<file path="config.mk">
export PLATFORM = sky130hd
export DESIGN_NAME = io_port_bank
export DESIGN_NICKNAME = d
export VERILOG_FILES = /design/src/rtl/io_port_pkg.sv /design/src/rtl/io_port_slice.sv /design/src/rtl/io_port_bank.sv
export SDC_FILE = /design/constraint.sdc
export NUM_CORES = 1
export LEC_CHECK = 0
export ABC_CLOCK_PERIOD_IN_PS = 1500
export CORE_MARGIN = 1.5
export CORE_UTILIZATION = 40
export DETAILED_ROUTE_END_ITERATION = 7
export PLACE_DENSITY_LB_ADDON = 0.2
export SYNTH_ARGS = -nofsm -noshare
export SYNTH_HDL_FRONTEND = slang
export SYNTH_SLANG_ARGS = --single-unit
</file>
<file path="constraint.sdc">
create_clock -name clock -period 1.5 [get_ports clock]
set_input_delay 0.15 -clock clock [delete_from_list [all_inputs] [get_ports clock]]
set_output_delay 0.15 -clock clock [all_outputs]
set_load 0.02 [all_outputs]
</file>
<file path="src/rtl/io_port_pkg.sv">
// Shared types and defaults for the I/O port bank.
//  reg_sel_e   : which register class an SFR address selects
//  DEF_*       : default address map (P0..P3 at 80h/90h/A0h/B0h, masks E8h+, flags F8h+)
//  port_slice  : extracts field i of width w from a packed bus (bus zero-extended to MAX_BUS)
package io_port_pkg;

   typedef enum logic [1:0] {
      REG_NONE,
      REG_DATA,
      REG_MASK,
      REG_FLAG
   } reg_sel_e;

   localparam int unsigned MAX_BUS         = 256;
   localparam logic [7:0]  DEF_BASE_ADDR   = 8'h80;
   localparam logic [7:0]  DEF_ADDR_STRIDE = 8'h10;
   localparam logic [7:0]  DEF_MASK_BASE   = 8'hE8;
   localparam logic [7:0]  DEF_FLAG_BASE   = 8'hF8;

   function automatic logic [MAX_BUS-1:0] port_slice(input logic [MAX_BUS-1:0] vec,
                                                     input int unsigned        i,
                                                     input int unsigned        w);
      logic [MAX_BUS-1:0] field_mask;
      field_mask = (MAX_BUS'(1) << w) - MAX_BUS'(1);
      return (vec >> (i * w)) & field_mask;
   endfunction

endpackage

</file>
<file path="src/rtl/io_port_slice.sv">
// One I/O port: output latch, pin synchroniser, previous-sample register,
// change mask, sticky change flags and a local read mux.
//  clock, reset      : rising-edge clock, async active-low reset
//  pin               : asynchronous pin levels of this port
//  wdata             : SFR write data
//  data_we/mask_we/flag_we : write enables for latch / mask / flag (W1C)
//  rd_sel, rmw       : register selected for read; rmw picks latch instead of pins
//  rd_data           : combinational read value of the selected register
//  latch             : output latch driven to the pads
//  flag_any          : OR of this port's change flags
module io_port_slice
   import io_port_pkg::*;
#(
   parameter int unsigned WIDTH       = 8,
   parameter int unsigned SYNC_STAGES = 2
) (
   input  logic             clock,
   input  logic             reset,
   input  logic [WIDTH-1:0] pin,
   input  logic [WIDTH-1:0] wdata,
   input  logic             data_we,
   input  logic             mask_we,
   input  logic             flag_we,
   input  reg_sel_e         rd_sel,
   input  logic             rmw,
   output logic [WIDTH-1:0] rd_data,
   output logic [WIDTH-1:0] latch,
   output logic             flag_any
);

   logic [SYNC_STAGES-1:0][WIDTH-1:0] sync_q;
   logic [WIDTH-1:0] prev_q;
   logic [WIDTH-1:0] mask_q;
   logic [WIDTH-1:0] flag_q;
   logic [WIDTH-1:0] latch_q;
   logic [WIDTH-1:0] synced;
   logic [WIDTH-1:0] change;
   logic [WIDTH-1:0] clr;

   assign synced = sync_q[SYNC_STAGES-1];
   assign change = synced ^ prev_q;
   assign clr    = flag_we ? wdata : '0;

   // Sync chain and prev start at all 1s, matching the weak pull-up idle level of
   // the pads, so leaving reset never looks like a pin edge.
   always_ff @(posedge clock or negedge reset) begin
      if (!reset) begin
         sync_q  <= '1;
         prev_q  <= '1;
         mask_q  <= '0;
         flag_q  <= '0;
         latch_q <= '1;
      end else begin
         // NOTE: non-blocking assignments let every register sample pre-edge values,
         // which is what makes the synchroniser a real shift chain.
         sync_q <= {sync_q[SYNC_STAGES-2:0], pin};
         prev_q <= synced;
         if (mask_we) mask_q  <= wdata;
         if (data_we) latch_q <= wdata;
         // Set term is OR'ed after the clear so a simultaneous new edge survives W1C.
         flag_q <= (flag_q & ~clr) | (change & mask_q);
      end
   end

   always_comb begin
      // NOTE: default first so every path assigns rd_data and no latch is inferred.
      rd_data = '0;
      unique case (rd_sel)
         REG_DATA: rd_data = rmw ? latch_q : synced;
         REG_MASK: rd_data = mask_q;
         REG_FLAG: rd_data = flag_q;
         default:  rd_data = '0;
      endcase
   end

   assign latch    = latch_q;
   assign flag_any = |flag_q;

endmodule

</file>
<file path="src/rtl/io_port_bank.sv">
// Bank of NUM_PORTS 8051-style I/O ports on the SFR bus.
//  clock, reset : rising-edge clock, async active-low reset
//  sfr_addr     : SFR address; sfr_wr / sfr_wdata : one-cycle write
//  sfr_rd, rmw  : one-cycle read; rmw returns the data latch instead of the pins
//  sfr_rdata    : registered read data (holds when no hit)
//  sfr_hit      : registered, previous-cycle sfr_rd hit a bank register
//  pin_in       : asynchronous pins, port i at [i*WIDTH +: WIDTH]
//  port_out     : data latches to the pads
//  irq          : registered OR of all change flags
module io_port_bank
   import io_port_pkg::*;
#(
   parameter int unsigned NUM_PORTS   = 4,
   parameter int unsigned WIDTH       = 8,
   parameter int unsigned SYNC_STAGES = 2,
   parameter logic [7:0]  BASE_ADDR   = DEF_BASE_ADDR,
   parameter logic [7:0]  ADDR_STRIDE = DEF_ADDR_STRIDE,
   parameter logic [7:0]  MASK_BASE   = DEF_MASK_BASE,
   parameter logic [7:0]  FLAG_BASE   = DEF_FLAG_BASE
) (
   input  logic                       clock,
   input  logic                       reset,
   input  logic [7:0]                 sfr_addr,
   input  logic                       sfr_wr,
   input  logic [WIDTH-1:0]           sfr_wdata,
   input  logic                       sfr_rd,
   input  logic                       rmw,
   output logic [WIDTH-1:0]           sfr_rdata,
   output logic                       sfr_hit,
   input  logic [NUM_PORTS*WIDTH-1:0] pin_in,
   output logic [NUM_PORTS*WIDTH-1:0] port_out,
   output logic                       irq
);

   localparam int unsigned IDX_W = (NUM_PORTS > 1) ? $clog2(NUM_PORTS) : 1;

   reg_sel_e                 sel;
   logic [IDX_W-1:0]         port_idx;
   logic [NUM_PORTS*WIDTH-1:0] rd_bus;
   logic [NUM_PORTS-1:0]     flag_any;
   logic [WIDTH-1:0]         rd_word;
   logic [WIDTH-1:0]         rdata_q;
   logic                     hit_q;
   logic                     irq_q;

   // Address decode: the three register classes never overlap in a valid map.
   always_comb begin
      sel      = REG_NONE;
      port_idx = '0;
      for (int i = 0; i < int'(NUM_PORTS); i++) begin
         if (sfr_addr == BASE_ADDR + 8'(i) * ADDR_STRIDE) begin
            sel      = REG_DATA;
            port_idx = IDX_W'(i);
         end else if (sfr_addr == MASK_BASE + 8'(i)) begin
            sel      = REG_MASK;
            port_idx = IDX_W'(i);
         end else if (sfr_addr == FLAG_BASE + 8'(i)) begin
            sel      = REG_FLAG;
            port_idx = IDX_W'(i);
         end
      end
   end

   for (genvar g = 0; g < NUM_PORTS; g++) begin : g_port
      logic here;
      assign here = (port_idx == IDX_W'(g));

      io_port_slice #(
         .WIDTH       (WIDTH),
         .SYNC_STAGES (SYNC_STAGES)
      ) u_slice (
         .clock    (clock),
         .reset    (reset),
         .pin      (pin_in[g*WIDTH +: WIDTH]),
         .wdata    (sfr_wdata),
         .data_we  (sfr_wr && here && (sel == REG_DATA)),
         .mask_we  (sfr_wr && here && (sel == REG_MASK)),
         .flag_we  (sfr_wr && here && (sel == REG_FLAG)),
         .rd_sel   (sel),
         .rmw      (rmw),
         .rd_data  (rd_bus[g*WIDTH +: WIDTH]),
         .latch    (port_out[g*WIDTH +: WIDTH]),
         .flag_any (flag_any[g])
      );
   end

   assign rd_word = WIDTH'(port_slice(MAX_BUS'(rd_bus), 32'(port_idx), WIDTH));

   // Read data is captured from pre-edge register values, so a same-cycle write
   // to the same address is not yet visible.
   always_ff @(posedge clock or negedge reset) begin
      if (!reset) begin
         rdata_q <= '0;
         hit_q   <= 1'b0;
         irq_q   <= 1'b0;
      end else begin
         hit_q <= sfr_rd && (sel != REG_NONE);
         if (sfr_rd && (sel != REG_NONE)) rdata_q <= rd_word;
         irq_q <= |flag_any;
      end
   end

   assign sfr_rdata = rdata_q;
   assign sfr_hit   = hit_q;
   assign irq       = irq_q;

endmodule

</file>
Word level (Yosys, flattened, before mapping)
Index checks and enable logic that the tools add are counted.
{ "classes": {"eq_ne": 18, "shift": 1, "muxes": 33, "n_bitwise": 20, "n_reduce_logical": 20} }
{ "op_table": {"columns": ["operator", "count"], "rows": [
  ["== test 8 bit, second input constant", 12],
  ["one-hot mux 8 bit (3 select lines)", 4],
  ["AND 8 bit", 8],
  ["2-to-1 mux 8 bit", 8],
  ["2-to-1 mux 2 bit", 18],
  ["NOT 8 bit", 4],
  ["OR 8 bit", 4],
  ["OR reduction 32 bit", 1],
  [">> shifter 32 x 5 -> 8 bit", 1],
  ["bitwise XOR 8 bit", 4],
  ["logical AND 1 bit", 17],
  ["== test 2 bit, second input constant", 4],
  ["== test 2 x 1 -> 1 bit, second input constant", 2],
  ["2-to-1 mux 1 bit", 3],
  ["zero test 2 bit", 1],
  ["nonzero test 2 bit", 1]
]} }
{ "word_totals": {"ff_bits": 202, "inputBits": 53, "output_inout_bits": 42, "word_cells": 119} }

Depth between registers and ports, before layout
Gate-level depths: netlist of run 1.
{ "depth": {"word_depth": 19, "depth_mapped": 8} }

By module
A second synthesis of run 1 with hierarchy kept.
{ "hier_totals": {"cells_unflattened": 599, "area_unflattened_um2": 8378.0} }
{ "by_module_without_submodules": {"columns": ["module", "n_inst", "cells_each", "area_per_inst_um2", "seq_area_each_um2"], "rows": [
  ["io_port_slice", 4, 123, 1880.6, 1241.2],
  ["io_port_bank", 1, 107, 855.8, 250.2]
]} }

Least setup slack after synthesis of run 1
No wires, ideal clock.
{ "synth_timing": {"path_type": "input to register", "start": "input sfr_addr[6]", "end": "register g_port[2].u_slice.mask_q[0]", "arrival_ps": 1843, "required_time_ps": 1375, "slack_ps": -468, "path_stages": 6, "n_path_buf": 0, "path_cell_list": "or3b_4 -> nor3_4 -> a22o_4 -> nand2_2 -> nor4_4 -> mux2_2"} }
{ "synth_between": {"elab_chain_len": 15, "word_cells_on_any_way": 37, "classes_between": "14 x eq/ne; 21 x mux; 2 x reduce/logical"} }
{ "synth_lines": {"columns": ["item", "line_no", "text"], "rows": [
  ["start, declared", "io_port_bank.sv:23", "input logic [7:0] sfr_addr,"],
  ["== test 8 bit", "io_port_bank.sv:57", "end else if (sfr_addr == FLAG_BASE + 8'(i)) begin"],
  ["2-to-1 mux 2 bit", "io_port_bank.sv:57", null],
  ["2-to-1 mux 2 bit", "io_port_bank.sv:54", "end else if (sfr_addr == MASK_BASE + 8'(i)) begin"],
  ["2-to-1 mux 2 bit", "io_port_bank.sv:51", "if (sfr_addr == BASE_ADDR + 8'(i) * ADDR_STRIDE) begin"],
  ["2-to-1 mux 2 bit", "io_port_bank.sv:57", null],
  ["2-to-1 mux 2 bit", "io_port_bank.sv:54", null],
  ["2-to-1 mux 2 bit", "io_port_bank.sv:51", null],
  ["2-to-1 mux 2 bit", "io_port_bank.sv:57", null],
  ["2-to-1 mux 2 bit", "io_port_bank.sv:54", null],
  ["2-to-1 mux 2 bit", "io_port_bank.sv:51", null],
  ["2-to-1 mux 2 bit", "io_port_bank.sv:57", null],
  ["2-to-1 mux 2 bit", "io_port_bank.sv:54", null],
  ["2-to-1 mux 2 bit", "io_port_bank.sv:51", null],
  ["== test 2 bit", "io_port_bank.sv:77", ".mask_we (sfr_wr && here && (sel == REG_MASK)),"],
  ["logical AND 1 bit (*)", "io_port_bank.sv:77", null],
  ["end signal, assigned", "io_port_slice.sv:58", "if (mask_we) mask_q <= wdata;"],
  ["end, declared", "io_port_slice.sv:33", "logic [WIDTH-1:0] mask_q;"]
]} }
Every way passes the cells marked *; elsewhere a longest branch is shown, timed or not.
A chain may end at the register's enable or synchronous reset.

Worst setup path in the final report of run 1
{ "layout_timing": {"start": "input sfr_addr[6]", "end": "register rdata_q[1], in the netlist sfr_rdata[1]"} }
{ "layout_between": {"elab_chain_len": 16, "word_cells_on_any_way": 43, "classes_between": "15 x eq/ne; 1 x shift; 25 x mux; 2 x reduce/logical"} }
{ "layout_lines": {"columns": ["item", "line_no", "text"], "rows": [
  ["== test 8 bit", "io_port_bank.sv:57", null],
  ["2-to-1 mux 2 bit", "io_port_bank.sv:57", null],
  ["2-to-1 mux 2 bit", "io_port_bank.sv:54", null],
  ["2-to-1 mux 2 bit", "io_port_bank.sv:51", null],
  ["2-to-1 mux 2 bit", "io_port_bank.sv:57", null],
  ["2-to-1 mux 2 bit", "io_port_bank.sv:54", null],
  ["2-to-1 mux 2 bit", "io_port_bank.sv:51", null],
  ["2-to-1 mux 2 bit", "io_port_bank.sv:57", null],
  ["2-to-1 mux 2 bit", "io_port_bank.sv:54", null],
  ["2-to-1 mux 2 bit", "io_port_bank.sv:51", null],
  ["2-to-1 mux 2 bit", "io_port_bank.sv:57", null],
  ["2-to-1 mux 2 bit", "io_port_bank.sv:54", null],
  ["2-to-1 mux 2 bit", "io_port_bank.sv:51", null],
  ["== test 2 bit / == test 2 x 1 -> 1 bit (equally long branches)", "io_port_slice.sv:68", "unique case (rd_sel)"],
  ["one-hot mux 8 bit (3 select lines)", "io_port_slice.sv:68", null],
  [">> shifter 32 x 5 -> 8 bit", "io_port_pkg.sv:25", "return (vec >> (i * w)) & field_mask;"],
  ["end signal, assigned", "io_port_bank.sv:98", "if (sfr_rd && (sel != REG_NONE)) rdata_q <= rd_word;"],
  ["end, declared", "io_port_bank.sv:42", "logic [WIDTH-1:0] rdata_q;"]
]} }
Several ways; a longest one is shown, not always the timed one.

==> results by group, run 1 <==
STA
  – Setup ws final: -0.0402 ns
  – Final Hold Fails: 0
  – Worst Tran Pin Value: 0.397 ns
  – Clock Skew: roughly 0.017 ns
  – FMAX: between 0.6 and 0.7 GHz
  – Min Tclk post-route: about 1.5 ns
  – Max Slew Vio Count: 0
  – RSZ-0062 raised after global routing: yes
  – Final period util: 103%
  – Final hold slack: around 0.034 ns
  – Max_slew headroom: approximately 74%
  – Final setup viols: 16

Floorplan
  – Chip width: between 100 and 150 um
  – Die area: ~22000 sq um
  – Floorplan core area: 20400 sq um
  – Starting Density: 41.0%
  – Chip Height: between 100 and 150 um
  – Number of core rows: 52
  – Num ports: 95

Critical path
  – CP endpoint kind: register
  – Reg2reg setup slack: -0.01 ns
  – CP top delay family: simple AND/OR/NAND/NOR gates
  – Reg2reg end: sfr_rdata[1]
  – Slowest-stage cell, CP: or3b_4
  – R2R cell count: 6
  – WP buf/inv: 2
  – Crit path from: sfr_addr[6]
  – Critical path depth in cells: 8
  – Critical Path RT: 1.94 ns
  – Critical path launch point type: input port
  – Critical path arrival: just under 2 ns
  – Worst-path fanout max: 8
  – CP Cell Sequence: buf_8 > or3b_4 > nor3_4 > buf_6 > o21ai_2 > or2_4 > a2111oi_2 > a221o_1
  – Worst path max stage delay: roughly 0.42 ns
  – Crit path kind: input port to register
  – Crit path capture: sfr_rdata[1]
  – Worst r2r src: g_port[2].u_slice.synced[1]

Placement
  – Dpl cells: around 1100
  – Place WS: -1.15 ns
  – Input/output buffers: 94
  – Final RePlAce weighted congestion: between 0.8 and 0.9
  – Dpl hpwl: 17000 um

Clocking
  – CTS tree: yes
  – Clk Latency, worst-skew pair: about 0.52 ns
  – Htree depth: 1
  – CTS Root Cell: clkbuf_16
  – Clock tree buffer depth: 3
  – Clock sink count: 202
  – Worst-path clk slew: approximately 0.060 ns
  – CTS buffer count: 22

Logic synthesis
  – Number of distinct library cells after synthesis: 52
  – #FFs+latches synth: about 200
  – Syn Area/Cell: approximately 14 sq um
  – Primary FF master, synth: dfstp_2
  – Synth cell count leaders: dfstp_2, mux2_2, dfrtp_1
  – Ys async rst share: between 90% and 100%
  – Mapped Area: 8380 sq um
  – Post-synth top area share: between 40% and 50%
  – Synth warnings: 0
  – Cells after synthesis: between 600 and 700
  – Ranking of synthesized cells by area: dfstp_2, dfrtp_1, mux2_2
  – Syn_nets: 664
  – Number of flops mapped to enable cells by yosys: 0
  – Area leader, netlist: dfstp_2
  – Sequential share of the synthesized area: approximately 62%
  – Most frequent cell after synthesis: dfstp_2

Final layout
  – Diodes inserted: 0
  – Final #Nets: 875
  – Area grow syn2layout: 41.2%
  – Share of cells above drive strength 1: a little under three fifths
  – Non-filler instance count after layout: between 1000 and 1500
  – Fin util: around 58%
  – Fillers: roughly 1700

Pwr
  – Total power: between 10 and 15 mW
  – Pwr Density: approximately 1100 nW/um^2
  – Clock power frac: 42.1%
  – Sw power: 3.08 mW
  – Seq pwr share: a little under half
  – Leak: between 5 and 6 nW
  – Comb pwr share: ~10%
  – Sw Ratio: a little under a quarter
  – Pint: a little under 10 mW
  – Max IR drop VDD: about 0.00086 V

Job
  – MaxCap Viol Count: 0

Detailed routing
  – Post-DR wirelength/cell: ~22 um
  – Vias per cell: 5.33
  – # DRC: 0
  – Vias post-DR: 5909
  – WL final: around 24000 um
  – DRT antenna net count: 0
  – 1st-iter DRT viols: 279
  – Pre-antenna DRT Iters: 4

GRT
  – Total global routing overflow: 0
  – Total GRT Usage: 22.5%
  – First-pass GRT wire length: 37400 um
  – Pin count of the biggest net entering global routing: 53
  – Vias in the first global route: around 6400
  – Number of antenna violations at the first check in global routing: 0

Hold path
  – Min-delay src: pin_in[7]
  – Hold Path Class: input port to register

Run status
  – Failing checks: negative setup slack
  – Status: finished with violations
[worst min path at each step]
stage	to	slack, ns	depth (start not counted)
final	g_port[0].u_slice.sync_q[7]	0.03	1
after global routing	g_port[2].u_slice.sync_q[3]	0.01	1
after CTS	g_port[0].u_slice.sync_q[7]	0.02	1
after detailed placement	g_port[0].u_slice.mask_q[0]	0.09	1
after global placement	g_port[0].u_slice.flag_q[0]	0.09	1
after floorplan	g_port[0].u_slice.flag_q[0]	-0.15	0
[cell usage in the layout (no fill, tap or decap), drive strengths merged, types with 2 or more instances in the layout]
cell type and count:
nor2 12, inv 5, o21a 2, clkdlybuf4s15 11
nor3 8, o211ai 5, a221oi 5, buf 148
clkdlybuf4s50 42, nand4 5, a221o 7, o22ai 4
xor2 32, nand2b 2, nor4 11, clkinv 4
or2 3, clkbuf 38, a211oi 15, nor2b 12
and2 5, dlygate4sd2 11, mux2i 20, nand3 7
a2111oi 6, a22o 33, a21oi 16, and4 2
nor3b 2, o21ai 21, a2111o 2, mux2 80
dfrtp 74, nand2 49, dfstp 128
[cell families after synthesis]
family	Yosys count	synth area share, %
flip-flops	202	62.2
AO/OA/AOI/OAI	122	11.2
AND/OR/NAND/NOR	122	8.61
multiplexers	100	13.1
buffers and inverters	33	1.52
XOR/XNOR	32	3.34
[routing by layer]
layer	track usage, %	up-vias	part of all wire, %	wire length (um)
met4	8.15	0	3.3	782
met1	30.5	3026	44	10400
met2	36.0	168	48	11400
met5	0	-	0	0
li1	-	2661	-	-
met3	4.23	54	5.4	1300
[flip-flops by register name (all words and copies together) (netlist names)]
signal	count
g_port.u_slice.flag_q	32
g_port.u_slice.sync_q	32
g_port.u_slice.mask_q	32
g_port.u_slice.latch	32
sfr_rdata	8
g_port.u_slice.prev_q	32
sfr_hit	1
irq	1
g_port.u_slice.synced	32
[power groups by stage]
stage	registers, mW	logic (mW)	clock network [mW]
after floorplan	6.17	0.531	0
after global placement	6.20	1.25	0
after detailed placement	6.20	1.27	0
after CTS	6.13	1.29	5.54
after global routing	6.17	1.43	5.80
final	6.13	1.32	5.41
[layout make-up]
| type | instances | area [sq um] | area share, % |
|---|---|---|---|
| Clock buffer | 36 | 706 | 5.96 |
| Timing Repair Buffer | 215 | 2010 | 17.0 |
| Clock inverter | 4 | 35.0 | 0.296 |
| Multi-Input combinational cell | 376 | 3510 | 29.7 |
| Inverter | 5 | 23.8 | 0.201 |
| Tap cell | 270 | 338 | 2.85 |
| Sequential cell | 202 | 5220 | 44.0 |
[stage by stage]
step	instance area (sq um)	TNS [ns]
final	11800	-0.281
after detailed placement	10700	-92.03
after global placement	10700	-90.53
after floorplan	8520	-28.10
after global routing	11800	-1.09
after CTS	11600	-0.00972
[worst register-to-register path, cell delays in order (launching register included)]
cell and delay, ns:
dfstp_2 0.54, nor2b_4 0.14, a211oi_2 0.06, a21oi_2 0.14
o22ai_2 0.08, a221oi_2 0.31, a221o_1 0.19
[what timing repair did]
action | CTS | global route
pin swaps | 14 | 19
endpoints found under the setup margin | 147 | 73
buffers inserted | 7 | 5
hold buffers | 1 | 0
endpoints found under the hold margin | 97 | 0
gates resized for setup | 177 | 86
Note: power is estimated with default switching activity, not from simulation.
==> inputs of run 2 (changes only) <==
CORE_MARGIN = 2   (was 1.5)
GPL_TIMING_DRIVEN = 0   (was default)
==> results by group, run 2 (synthesis gave the netlist of run 1 again) <==
Pwr
  – Sw power: 3.05 mW (was 3.08 mW)
  – Comb pwr share: 9.2% (was 10.3%)
  – Pwr Density: 1130 nW/um^2 (was 1090 nW/um^2)
  – Pint: 9.65 mW (was 9.79 mW)
  – Clock power frac: 42.5% (was 42.1%)
  – Max IR drop VDD: 0.000949 V (was 0.000861 V)
  – Sw Ratio: 24.0% (was 23.9%)
  – Seq pwr share: 48.3% (was 47.7%)
  – Leak: 4.80 nW (was 5.13 nW)

Critical path
  – Critical path arrival: 2.05 ns (was 1.98 ns)
  – Reg2reg setup slack: -0.03 ns (was -0.01 ns)
  – Critical path launch point type: input port (unchanged)
  – Crit path from: sfr_addr[6] (unchanged)
  – Worst r2r src: g_port[2].u_slice.synced[1] (unchanged)
  – Crit path kind: input port to register (unchanged)
  – Reg2reg end: sfr_rdata[1] (unchanged)
  – R2R cell count: 6 (unchanged)
  – Critical Path RT: 1.93 ns (was 1.94 ns)
  – Worst-path fanout max: 8 (unchanged)
  – CP endpoint kind: register (unchanged)

STA
  – Min Tclk post-route: 1.61 ns (was 1.54 ns)
  – Final Hold Fails: 0 (unchanged)
  – Worst Tran Pin Value: 0.771 ns (was 0.397 ns)
  – Final hold slack: 0.0364 ns (was 0.0337 ns)
  – Final period util: 108% (was 103%)
  – FMAX: 0.620 GHz (was 0.649 GHz)
  – Max Slew Vio Count: 0 (unchanged)
  – Clock Skew: 0.00943 ns (was 0.0168 ns)
  – Fin Setup TNS: -2.64 ns (was -0.281 ns)
  – Final setup viols: 39 (was 16)
  – Max_slew headroom: 48.3% (was 73.6%)
  – RSZ-0062 raised after global routing: yes (unchanged)
  – Setup ws final: -0.113 ns (was -0.0402 ns)

GRT
  – Pin count of the biggest net entering global routing: 122 (was 53)
  – Total global routing overflow: 0 (unchanged)
  – First-pass GRT wire length: 37200 um (was 37400 um)
  – Vias in the first global route: 6050 (was 6444)
  – Number of antenna violations at the first check in global routing: 0 (unchanged)
  – Total GRT Usage: 22.5% (about the same)

Clocking
  – Htree depth: 1 (unchanged)
  – Clock tree buffer depth: 3 (unchanged)
  – CTS buffer count: 22 (unchanged)
  – Clk Latency, worst-skew pair: 0.52 ns (about the same)
  – CTS tree: yes (unchanged)
  – Clock sink count: 202 (unchanged)
  – CTS Root Cell: clkbuf_16 (unchanged)
  – Worst-path clk slew: 0.06 ns (about the same)

Placement
  – Final RePlAce weighted congestion: 0.884 (was 0.870)
  – Input/output buffers: 90 (was 94)
  – Dpl hpwl: 16200 um (was 17000 um)
  – Dpl cells: 972 (was 1056)

Detailed routing
  – Post-DR wirelength/cell: 23.0 um (was 21.5 um)
  – WL final: 24400 um (was 23900 um)
  – # DRC: 0 (unchanged)
  – Vias post-DR: 5837 (was 5909)
  – DRT antenna net count: 0 (unchanged)
  – 1st-iter DRT viols: 397 (was 279)
  – Pre-antenna DRT Iters: 4 (unchanged)
  – Vias per cell: 5.50 (was 5.33)

Run status
  – Status: finished with violations (unchanged)
  – Failing checks: negative setup slack (unchanged)

Hold path
  – End of the worst hold path: g_port[1].u_slice.sync_q[0] (was g_port[0].u_slice.sync_q[7])
  – Hold depth: 1 (unchanged)
  – Hold Path Class: input port to register (unchanged)
  – Min-delay src: pin_in[8] (was pin_in[7])

Final layout
  – Area grow syn2layout: 34.5% (was 41.2%)
  – Final #Nets: 828 (was 875)
  – Most common cell after layout, fill and taps aside: dfstp_2 (unchanged)
  – Diodes inserted: 0 (unchanged)
  – Share of cells above drive strength 1: 51.6% (was 56.4%)
  – Fillers: 1740 (was 1692)
  – Register area: 5220 sq um (unchanged)
  – Footprint of the multi-input gates: 3480 sq um (was 3510 sq um)
  – Non-filler instance count after layout: 1061 (was 1108)
  – Most frequent cells in the layout: dfstp_2, dfrtp_1, mux2_2, clkdlybuf4s50_1, buf_4 (was dfstp_2, buf_4, dfrtp_1, mux2_2, clkdlybuf4s50_1)
  – Fin util: 55.2% (was 57.9%)

Floorplan
  – Starting Density: 41.0% (unchanged)
  – Floorplan core area: 20400 sq um (unchanged)
  – Die area: 22100 sq um (was 21800 sq um)
  – Chip width: 149 um (was 148 um)
  – Num ports: 95 (unchanged)
  – Number of core rows: 52 (unchanged)
  – Chip Height: 149 um (was 148 um)

Job
  – MaxCap Viol Count: 0 (unchanged)
## run 2: timing repair
| item | CTS | global route |
|---|---|---|
| hold buffers | 1 | 0 |
| pin swaps | 27 | 27 |
| resized for setup | 220 | 50 |
| setup buffers | 35 | 14 |
| hold endpoints to repair | 38 | 0 |
| endpoints found under the setup margin | 147 | 91 |
## run 2: area by class of cell
| type | instances | share of cell area [%] |
|---|---|---|
| multi-input cells | 376 | 30.9 |
| repair buffers | 140 | 11.5 |
| well taps | 270 | 3.00 |
| plain buffers | 28 | 1.80 |
| clock inverters | 5 | 0.566 |
| clock buffers | 35 | 5.87 |
| flip-flops and latches | 202 | 46.2 |
| inverters | 5 | 0.166 |
## run 2: per-stage QoR
| step | power (mW) | cell area (sq um) | setup WS (ns) |
|---|---|---|---|
| global route | 13.2 | 11300 | -0.154 |
| floorplan | 6.70 | 8520 | -0.450 |
| CTS | 12.8 | 11100 | -0.0704 |
| detailed placement | 7.31 | 9800 | -1.79 |
| global placement | 7.27 | 9760 | -7.73 |
| finish | 12.7 | 11300 | -0.113 |
## run 2: worst max path at each step
stage	end	cells after the start	slack, ns
after global placement	g_port[3].u_slice.mask_q[5]	1	-7.73
after detailed placement	g_port[3].u_slice.mask_q[7]	6	-1.79
after CTS	g_port[2].u_slice.mask_q[2]	8	-0.07
final	sfr_rdata[5]	9	-0.11
after global routing	sfr_rdata[5]	9	-0.15
after floorplan	g_port[2].u_slice.mask_q[0]	6	-0.45
## run 2: worst max-delay path: stages
cell and delay (ns):
buf_8 0.10, or3b_4 0.42, nor3_4 0.26, buf_6 0.14, o21ai_4 0.04, or2_1 0.24
buf_6 0.15, a2111o_1 0.41, o211ai_1 0.12
## run 2: power by group through the flow
| stage | logic (mW) | registers, mW | clock network [mW] |
|---|---|---|---|
| 6_report | 1.17 | 6.14 | 5.39 |
| 5_1_grt | 1.27 | 6.17 | 5.73 |
| 4_1_cts | 1.15 | 6.13 | 5.50 |
| 3_5_place_dp | 1.10 | 6.21 | 0 |
| 3_3_place_gp | 1.07 | 6.20 | 0 |
| 2_1_floorplan | 0.531 | 6.17 | 0 |
## run 2: layer usage
layer | GRT usage [%] | wire length [um] | part of all wire (%) | vias to the layer above
met5 | 0 | 0 | 0 | -
met4 | 7.52 | 680 | 2.8 | 0
met3 | 3.18 | 1320 | 5.4 | 51
met2 | 35.3 | 11400 | 47 | 212
met1 | 32.4 | 11000 | 45 | 2998
li1 | - | - | - | 2576
==> inputs of run 3 (changes only) <==
MAX_ROUTING_LAYER = met4   (was default)
SETUP_SLACK_MARGIN = 0.05   (was default)
==> results by group, run 3 (synthesis gave the netlist of run 1 again) <==
Run status
  – Status: finished with violations (unchanged)
  – Failing checks: negative setup slack (unchanged)

STA
  – Final period util: 106% (was 108%)
  – Worst Tran Pin Value: 0.877 ns (was 0.771 ns)
  – FMAX: 0.628 GHz (was 0.620 GHz)
  – Fin Setup TNS: -1.47 ns (was -2.64 ns)
  – Max_slew headroom: 41.5% (was 48.3%)
  – Min Tclk post-route: 1.59 ns (was 1.61 ns)
  – Max Slew Vio Count: 0 (unchanged)
  – RSZ-0062 raised after global routing: yes (unchanged)
  – Setup ws final: -0.0916 ns (was -0.113 ns)
  – Clock Skew: 0.0118 ns (was 0.00943 ns)
  – Final setup viols: 36 (was 39)
  – Final Hold Fails: 0 (unchanged)
  – Final hold slack: 0.0418 ns (was 0.0364 ns)

Pwr
  – Leak: 4.92 nW (was 4.80 nW)
  – Total power: 12.8 mW (was 12.7 mW)
  – Max IR drop VDD: 0.000835 V (was 0.000949 V)
  – Pwr Density: 1130 nW/um^2 (about the same)

Floorplan
  – Number of core rows: 52 (unchanged)
  – Chip Height: 149 um (unchanged)
  – Floorplan core area: 20400 sq um (unchanged)
  – Chip width: 149 um (unchanged)
  – Die area: 22100 sq um (unchanged)
  – Num ports: 95 (unchanged)
  – Starting Density: 41.0% (unchanged)

Hold path
  – End of the worst hold path: g_port[1].u_slice.sync_q[0] (unchanged)
  – Min-delay src: pin_in[8] (unchanged)
  – Hold depth: 1 (unchanged)
  – Hold Path Class: input port to register (unchanged)

Critical path
  – Critical path launch point type: input port (unchanged)
  – CP Cell Sequence: buf_8 > or3b_4 > nor3_4 > a22o_4 > buf_6 > nor4b_4 > buf_12 > nand2_4 > a22o_1 (was buf_8 > or3b_4 > nor3_4 > buf_6 > o21ai_4 > or2_1 > buf_6 > a2111o_1 > o211ai_1)
  – Worst r2r src: g_port[2].u_slice.synced[4] (was g_port[2].u_slice.synced[1])
  – Critical Path RT: 1.89 ns (was 1.93 ns)
  – Worst-path fanout max: 8 (unchanged)
  – Worst path max stage delay: 0.43 ns (was 0.42 ns)
  – Slowest-stage cell, CP: or3b_4 (unchanged)
  – Reg2reg setup slack: 0 ns (was -0.03 ns)
  – Critical path arrival: 1.98 ns (was 2.05 ns)
  – CP endpoint kind: register (unchanged)
  – Reg2reg end: sfr_rdata[4] (was sfr_rdata[1])
  – Crit path kind: input port to register (unchanged)
  – R2R cell count: 4 (was 6)

Detailed routing
  – WL final: 24600 um (was 24400 um)
  – DRT antenna net count: 0 (unchanged)
  – # DRC: 0 (unchanged)
  – Vias per cell: 5.51 (was 5.50)
  – Vias post-DR: 5840 (was 5837)
  – Post-DR wirelength/cell: 23.3 um (was 23.0 um)
  – Pre-antenna DRT Iters: 5 (was 4)
  – 1st-iter DRT viols: 295 (was 397)

GRT
  – Number of antenna violations at the first check in global routing: 0 (unchanged)
  – First-pass GRT wire length: 37300 um (was 37200 um)
  – Vias in the first global route: 6121 (was 6050)
  – Pin count of the biggest net entering global routing: 127 (was 122)
  – Total global routing overflow: 0 (unchanged)
  – Total GRT Usage: 23.2% (was 22.5%)

Clocking
  – Worst-path clk slew: 0.06 ns (about the same)
  – Clock sink count: 202 (unchanged)
  – Clock tree buffer depth: 3 (unchanged)
  – CTS buffer count: 23 (was 22)
  – Clk Latency, worst-skew pair: 0.51 ns (was 0.52 ns)
  – CTS tree: yes (unchanged)
  – Htree depth: 1 (unchanged)
  – CTS Root Cell: clkbuf_16 (unchanged)

Placement
  – Dpl hpwl: 16100 um (was 16200 um)
  – Place WS: -1.75 ns (was -1.79 ns)
  – Final RePlAce weighted congestion: 0.885 (was 0.884)
  – Input/output buffers: 90 (unchanged)

Job
  – MaxCap Viol Count: 0 (unchanged)

Final layout
  – Most frequent cells in the layout: dfstp_2, dfrtp_1, mux2_2, clkdlybuf4s50_1, buf_2 (was dfstp_2, dfrtp_1, mux2_2, clkdlybuf4s50_1, buf_4)
  – Final #Nets: 825 (was 828)
  – Share of cells above drive strength 1: 54.0% (was 51.6%)
  – Footprint of the multi-input gates: 3570 sq um (was 3480 sq um)
  – Most common cell after layout, fill and taps aside: dfstp_2 (unchanged)
  – Register area: 5220 sq um (about the same)
  – Fillers: 1678 (was 1740)
  – Area grow syn2layout: 35.3% (was 34.5%)
  – Diodes inserted: 0 (unchanged)
run 3: layout make-up:
cell class	instances	area share [%]
sequential	202	46.0
multi-input combinational	376	31.5
timing repair buffer	136	11.1
clock buffer	32	5.81
tap	270	2.98
buffer	28	1.71
clock inverter	10	0.761
inverter	5	0.165
run 3: stage by stage:
step | cell area [sq um] | instances | util (%)
after floorplan | 8490 | 611 | -
after global placement | 9730 | 971 | 47.6
after detailed placement | 9770 | 972 | 47.8
after CTS | 11100 | 1052 | 54.2
after global routing | 11300 | 1059 | 55.5
final | 11300 | 1059 | 55.5
run 3: where the power goes:
part           internal [mW]  total (mW)  leakage [nW]  switching (mW)
clock                   3.25        5.49         0.375            2.24
combinational          0.560        1.18          2.21           0.616
sequential              5.88        6.14          2.34           0.256
total                   9.70        12.8          4.92            3.11
run 3: repair_timing:
item,CTS,global route
resized for setup,266,58
pin swaps,32,26
buffers inserted,37,7
hold buffers,1,0
setup endpoints to repair,148,103
endpoints found under the hold margin,63,0
run 3: critical path: cells and delay by family:
| kind | cells | cell delay, ns |
|---|---|---|
| AOI/OAI and AO/OA | 2 | 0.47 |
| buffers and inverters | 3 | 0.41 |
| and+or+nand+nor | 4 | 0.95 |
run 3: how the worst max path moves through the flow:
stage	start	slack (ns)	cells past startpoint	end
finish	sfr_addr[3]	-0.09	9	g_port[3].u_slice.flag_q[5]
global route	g_port[2].u_slice.synced[1]	-0.11	6	sfr_rdata[1]
CTS	sfr_addr[3]	-0.02	8	g_port[2].u_slice.mask_q[0]
detailed placement	sfr_addr[5]	-1.75	7	sfr_rdata[4]
global placement	reset	-7.68	1	g_port[2].u_slice.flag_q[0]
floorplan	sfr_addr[6]	-0.45	6	g_port[2].u_slice.mask_q[0]
run 3: layer usage:
metal  track usage, %  vias to the layer above  wire length [um]
met2             35.5                      207             11500
li1                 -                     2572                 -
met1             32.1                     3024             11000
met4             6.10                        0               705
met3             4.19                       37              1450
met5                -                        -                 0
